[config.mk]
export PLATFORM = sky130hd
export DESIGN_NAME = stg_scheduler
export DESIGN_NICKNAME = d
export VERILOG_FILES = /design/src/rtl/stg_scheduler.sv
export SDC_FILE = /design/constraint.sdc
export NUM_CORES = 1
export LEC_CHECK = 0
export ABC_AREA = 1
export ABC_CLOCK_PERIOD_IN_PS = 7000
export CAP_MARGIN = 25
export CORE_UTILIZATION = 44
export DETAILED_ROUTE_END_ITERATION = 10
export DONT_BUFFER_PORTS = 1
export PLACE_DENSITY_LB_ADDON = 0.08
export SLEW_MARGIN = 20
export SYNTH_ARGS = -nofsm -noshare
export SYNTH_HDL_FRONTEND = slang
export SYNTH_SLANG_ARGS = --single-unit
[constraint.sdc]
create_clock -name i_clk_pix -period 7 [get_ports i_clk_pix]
set_input_delay 0.7 -clock i_clk_pix [delete_from_list [all_inputs] [get_ports i_clk_pix]]
set_output_delay 0.7 -clock i_clk_pix [all_outputs]
set_load 0.02 [all_outputs]
[src/rtl/stg_scheduler.sv]
// Stage descriptor scheduler: prefetches stage ROM words into a ring buffer ahead of the
// scroll position, lap-adjusting positions on each ROM pass and retiring passed blocks.
module stg_scheduler #(
   parameter int unsigned BLK_BITS   = 52,
   parameter int unsigned POS_DIGIT  = 16,
   parameter int unsigned STG_DEPTH  = 8,
   parameter int unsigned BUFFER_LEN = 8,
   parameter int unsigned LAP_LEN    = 4096,
   parameter int unsigned H_RES      = 800,
   localparam int unsigned STG_ADDRW = (STG_DEPTH > 1) ? $clog2(STG_DEPTH) : 1,
   localparam int unsigned BUF_AW    = (BUFFER_LEN > 1) ? $clog2(BUFFER_LEN) : 1
) (
   input  logic                 i_clk_pix,
   input  logic                 i_rst,
   input  logic                 i_start,
   input  logic [POS_DIGIT-1:0] i_map_x,
   output logic                 o_rom_en,
   output logic [STG_ADDRW-1:0] o_rom_addr,
   input  logic [BLK_BITS-1:0]  i_rom_data,
   input  logic [BUF_AW-1:0]    i_rd_idx,
   output logic [BLK_BITS-1:0]  o_rd_blk,
   output logic [BUF_AW:0]      o_count,
   output logic                 o_ready,
   output logic [7:0]           o_lap
);

   localparam int unsigned LEFT_LSB  = BLK_BITS - POS_DIGIT;
   localparam int unsigned RIGHT_LSB = BLK_BITS - 2 * POS_DIGIT;

   typedef enum logic [1:0] {StIdle, StPreload, StRun} state_e;

   state_e                state_q, state_d;
   logic [STG_ADDRW-1:0]  rom_addr_q, rom_addr_d;
   logic [7:0]            lap_q, lap_d;
   logic [7:0]            wr_lap_q, wr_lap_d;
   logic [BUF_AW:0]       count_q, count_d;
   logic [BUF_AW-1:0]     head_q, head_d;
   logic [BUF_AW-1:0]     tail_q, tail_d;
   logic                  pend_q, pend_d;
   logic [BLK_BITS-1:0]   buf_q [BUFFER_LEN];
   logic [BLK_BITS-1:0]   buf_d [BUFFER_LEN];

   logic                  active;
   logic                  fetch_ok;
   logic                  fetch;
   logic                  retire;
   logic                  wr;
   logic [POS_DIGIT-1:0]  map_eff;
   logic [POS_DIGIT:0]    horizon;
   logic [BUF_AW-1:0]     newest_ptr;
   logic [BUF_AW-1:0]     rd_ptr;
   logic [POS_DIGIT-1:0]  newest_left;
   logic [POS_DIGIT-1:0]  oldest_right;
   logic [POS_DIGIT-1:0]  lap_off;
   logic [BLK_BITS-1:0]   wr_blk;

   // ---------------------------------------------------------------- decision logic
   always_comb begin
      active       = (state_q != StIdle);
      map_eff      = (state_q == StPreload) ? '0 : i_map_x;
      horizon      = {1'b0, map_eff} + (POS_DIGIT + 1)'(H_RES);
      newest_ptr   = tail_q - BUF_AW'(1);
      newest_left  = buf_q[newest_ptr][LEFT_LSB +: POS_DIGIT];
      oldest_right = buf_q[head_q][RIGHT_LSB +: POS_DIGIT];
      // pend_q already blocks issue, so the pending slot need not be added to count_q here
      fetch_ok     = !pend_q && (count_q < (BUF_AW + 1)'(BUFFER_LEN)) &&
                     ((count_q == '0) || ({1'b0, newest_left} <= horizon));
      fetch        = active && fetch_ok;
      retire       = active && (count_q != '0) && (oldest_right < i_map_x);
      wr           = pend_q;
   end

   // Lap offset follows the read, not the current lap counter, since the wrap bumps lap_q
   // in the same cycle the last address of a pass is issued.
   always_comb begin
      lap_off = POS_DIGIT'(32'(wr_lap_q) * LAP_LEN);
      wr_blk  = i_rom_data;
      wr_blk[LEFT_LSB +: POS_DIGIT]  = i_rom_data[LEFT_LSB +: POS_DIGIT] + lap_off;
      wr_blk[RIGHT_LSB +: POS_DIGIT] = i_rom_data[RIGHT_LSB +: POS_DIGIT] + lap_off;
   end

   // ---------------------------------------------------------------- FSM
   always_ff @(posedge i_clk_pix or posedge i_rst) begin
      if (i_rst) begin
         state_q <= StIdle;
      end else begin
         state_q <= state_d;
      end
   end

   always_comb begin
      state_d = state_q;
      unique case (state_q)
         StIdle:    if (i_start) state_d = StPreload;
         StPreload: if (!pend_q && !fetch_ok) state_d = StRun;
         StRun:     state_d = StRun;
         default:   state_d = StIdle;
      endcase
   end

   always_comb begin
      o_ready  = (state_q == StRun);
      o_rom_en = (state_q == StPreload || state_q == StRun) && fetch_ok;
   end

   // ---------------------------------------------------------------- datapath
   always_comb begin
      rom_addr_d = rom_addr_q;
      lap_d      = lap_q;
      wr_lap_d   = wr_lap_q;
      pend_d     = pend_q;
      head_d     = head_q;
      tail_d     = tail_q;
      buf_d      = buf_q;
      if (fetch) begin
         pend_d   = 1'b1;
         wr_lap_d = lap_q;
         if (rom_addr_q == STG_ADDRW'(STG_DEPTH - 1)) begin
            rom_addr_d = '0;
            lap_d      = lap_q + 8'd1;
         end else begin
            rom_addr_d = rom_addr_q + STG_ADDRW'(1);
         end
      end
      if (wr) begin
         pend_d         = 1'b0;
         buf_d[tail_q]  = wr_blk;
         tail_d         = tail_q + BUF_AW'(1);
      end
      if (retire) begin
         head_d = head_q + BUF_AW'(1);
      end
      count_d = count_q + (BUF_AW + 1)'(wr) - (BUF_AW + 1)'(retire);
   end

   always_ff @(posedge i_clk_pix or posedge i_rst) begin
      if (i_rst) begin
         rom_addr_q <= '0;
         lap_q      <= '0;
         wr_lap_q   <= '0;
         count_q    <= '0;
         head_q     <= '0;
         tail_q     <= '0;
         pend_q     <= 1'b0;
      end else begin
         rom_addr_q <= rom_addr_d;
         lap_q      <= lap_d;
         wr_lap_q   <= wr_lap_d;
         count_q    <= count_d;
         head_q     <= head_d;
         tail_q     <= tail_d;
         pend_q     <= pend_d;
      end
   end

   // Slot contents are qualified by count_q, so they need no reset.
   always_ff @(posedge i_clk_pix) begin
      buf_q <= buf_d;
   end

   // ---------------------------------------------------------------- read port
   always_comb begin
      rd_ptr     = head_q + i_rd_idx;
      o_rd_blk   = ({1'b0, i_rd_idx} < count_q) ? buf_q[rd_ptr] : '0;
      o_rom_addr = rom_addr_q;
      o_count    = count_q;
      o_lap      = lap_q;
   end

endmodule

==> impl_metrics.json <==
{
  "layout.nets": 2198,
  "clock.fmax_mhz": 180,
  "rsz0062_at_grt": "false",
  "finalCritPeriodShare_pct": 79.4,
  "drt-total-wl_mm": 60.2,
  "mostFrequentLayoutCells": "edfxtp_1 (416), nand2_1 (374), a21oi_1 (284)",
  "cts_hold_buf": 0,
  "grt_overflow": 0,
  "peakVddDrop_mv": 0.547,
  "clkLatencyLatePin_ps": 610,
  "crit_path_start_kind": "register",
  "yosysWarnings": 0,
  "r2r-end": "o_count[2]$_DFF_PP0_",
  "cts_made_buffers": 51,
  "dp_cells": 2624,
  "cts_tree": "built",
  "synth_fp_nets": 2250,
  "die_height_um": 223,
  "antenna_cells": 0,
  "maxSlewViolCount": 0,
  "synthFlopType": "edfxtp_1",
  "path_class": "reg2out",
  "min_path_type": "in2async",
  "routedWlPerCell_um": 22.1,
  "via_per_inst": 5.72,
  "cp_data_required_time_ps": 6300,
  "cts-resized-gates": 0,
  "rows": 80,
  "htree_num_levels": 2,
  "netlist_instances": 2116,
  "dp_hpwl_mm": 34.3,
  "synth.cell_area_um2": 21400,
  "start_util_pct": 44.7,
  "cpMostUsedCell": "nand2_1",
  "ys_ff_latch": 444,
  "antenna_left": 0,
  "crit_fanout": 50,
  "final_common_cell": "edfxtp_1",
  "worstReg2RegStart": "head_q[0]$_DFFE_PP0P_",
  "port-buffer-count": 0,
  "power_density_nw_per_um2": 500,
  "first_pass_iters": 6,
  "grt_pass1_vias": 15084,
  "ios": 143,
  "crit_buf_inv": 4,
  "power.leakage_nw": 8.93,
  "core_area_um2": 47800,
  "tightest_slew_ps": 1310,
  "synth_enable_flop_cells": 416,
  "drv_cap": 0,
  "die_x_um": 223,
  "grt_max_degree": 219,
  "antenna_found_initial": 1,
  "drc": 0,
  "holdWs_ps": 81.3,
  "finClkSkew_ps": 16.5,
  "grt_pass1_wl_mm": 91.3,
  "slowest_stage": "ha_1",
  "reg2reg_depth": 20,
  "total_power_w": 0.0118,
  "ys_types": 35,
  "gr-usage-all-layers_pct": 24.3,
  "clock_path_buffers": 3,
  "clock-sinks": 444,
  "synth_area_per_cell_um2": 10.1,
  "die-area_um2": 49500,
  "rrSetupSlack_ps": 1940,
  "area_growth_pct": 10.8,
  "post-cts-setup-buffers": 0,
  "drt_iter0_markers": 1191,
  "fillCellCount": 4430,
  "multi_input_area_um2": 7070,
  "dr_total_vias": 15563,
  "crit_chain": "inv_1 > buf_4 > ha_1 > inv_1 > a21oi_1 > o21ai_0 > nand3_1 > nand2_1 > ha_1 > nand2_1 > inv_1 > nand2_1 > nor2_1 > a21oi_1 > nand2_1 > nand2_1 > nand2_1 > nand2_1 > nand2_1 > nand2_1 > nand2_4 > nor2_1",
  "setup_viol": 0,
  "hold_viol_final": 0,
  "crit_cells": 22,
  "period_needed_ps": 5550,
  "final_cells": 2721,
  "root_buffer": "clkbuf_16",
  "crit_path_max_incr_delay_ps": 730,
  "place_congestion": 0.855,
  "end_kind": "output port",
  "synthArstFlopShare_pct": 6.31,
  "outcome": "complete, no violations",
  "finish.utilization_pct": 49.5,
  "synth_seq_area_share_pct": 61.7,
  "drive_gt1_share_pct": 6.46,
  "tns_ps": 0,
  "cp_data_arrival_time_ps": 4850,
  "relSlewSlack_pct": 12.7,
  "seqCellArea_um2": 13200,
  "clk_transition_reported_paths_ps": 60,
  "critPathTopFamily": "simple AND/OR/NAND/NOR gates"
}
layer usage:
layer / share of wire [%] / track usage [%] / up-vias
li1: - / - / 7323
met1: 43 / 32.1 / 7558
met2: 46 / 39.4 / 546
met3: 6.8 / 4.88 / 134
met4: 3.5 / 9.43 / 2
met5: 0.013 / 0 / -
how the worst max path moves through the flow:
stage                                from  slack, ps              endpoint
global route        tail_q[0]$_DFFE_PP0P_       1010              o_rom_en
global placement    head_q[0]$_DFFE_PP0P_       2050  o_count[2]$_DFF_PP0_
floorplan           tail_q[0]$_DFFE_PP0P_       2960              o_rom_en
detailed placement  head_q[0]$_DFFE_PP0P_       1990  o_count[2]$_DFF_PP0_
finish              tail_q[0]$_DFFE_PP0P_       1450              o_rom_en
CTS                 tail_q[0]$_DFFE_PP0P_       1360              o_rom_en
sequential cells by signal, summed over array words and instances, names as in the netlist:
register,cells
buf_q,416
wr_lap_q,4
o_lap,8
o_rom_addr,3
head_q,3
state_q,2
tail_q,3
pend_q,1
o_count,4
layout make-up:
| type | instances | area share (%) |
|---|---|---|
| inverter | 186 | 2.98 |
| sequential | 444 | 55.7 |
| tap | 615 | 3.25 |
| clock inverter | 38 | 1.69 |
| clock buffer | 57 | 5.48 |
| multi-input combinational | 1352 | 29.8 |
| timing repair buffer | 29 | 1.11 |
metrics by stage:
stage	cell area, µm²	setup WS [ps]
final	23700	1450
after global routing	23700	1010
after CTS	23700	1360
after detailed placement	22000	1990
after global placement	22000	2050
after floorplan	21400	2960
synth_stat cells (3+ instances only):
master      n  share of area (%)
a211oi_1   23               0.81
nand3_1    35               0.82
a31oi_1    27               0.79
inv_2       4              0.070
o211ai_1   13               0.46
o21ai_0   257                6.0
a22oi_1    21               0.74
xor2_1      9               0.37
buf_2      10               0.23
fa_1        4               0.37
dfrtp_1    28                3.3
o22ai_1     3              0.088
nand2_1   375                6.6
a21oi_1   284                6.6
ha_1       56                3.3
a32o_1     20               0.94
xnor2_1    16               0.65
nor2_1    187                3.3
buf_1      23               0.40
edfxtp_1  416                 58
clkbuf_1  100                1.8
inv_1     182                3.2
nand2_2     4               0.12
o21ai_1     4              0.094
report_power, final:
group | switching [W] | internal, W | total, W
registers | 0.000143 | 0.00317 | 0.00332
logic | 0.00423 | 0.00160 | 0.00583
clock network | 0.00110 | 0.00160 | 0.00270
worst reg2reg max path: cells and delay by family, from the launching register on:
| kind | cells | cell delay [ps] |
|---|---|---|
| AO/OA/AOI/OAI | 3 | 890 |
| XOR/XNOR | 1 | 140 |
| adder cells (fa/ha/maj) | 4 | 1150 |
| buffers and inverters | 5 | 1570 |
| flip-flops | 1 | 550 |
| AND/OR/NAND/NOR | 7 | 670 |
cells by family after synthesis:
kind of cell / Yosys count / synth area share [%]
AO/OA/AOI/OAI: 657 / 16.7
buffers and inverters: 320 / 5.71
adder cells (fa/ha/maj): 60 / 3.65
XOR/XNOR: 25 / 1.02
AND/OR/NAND/NOR: 610 / 11.2
flip-flops: 444 / 61.7
No activity file was read; power rests on OpenSTA's default activity.
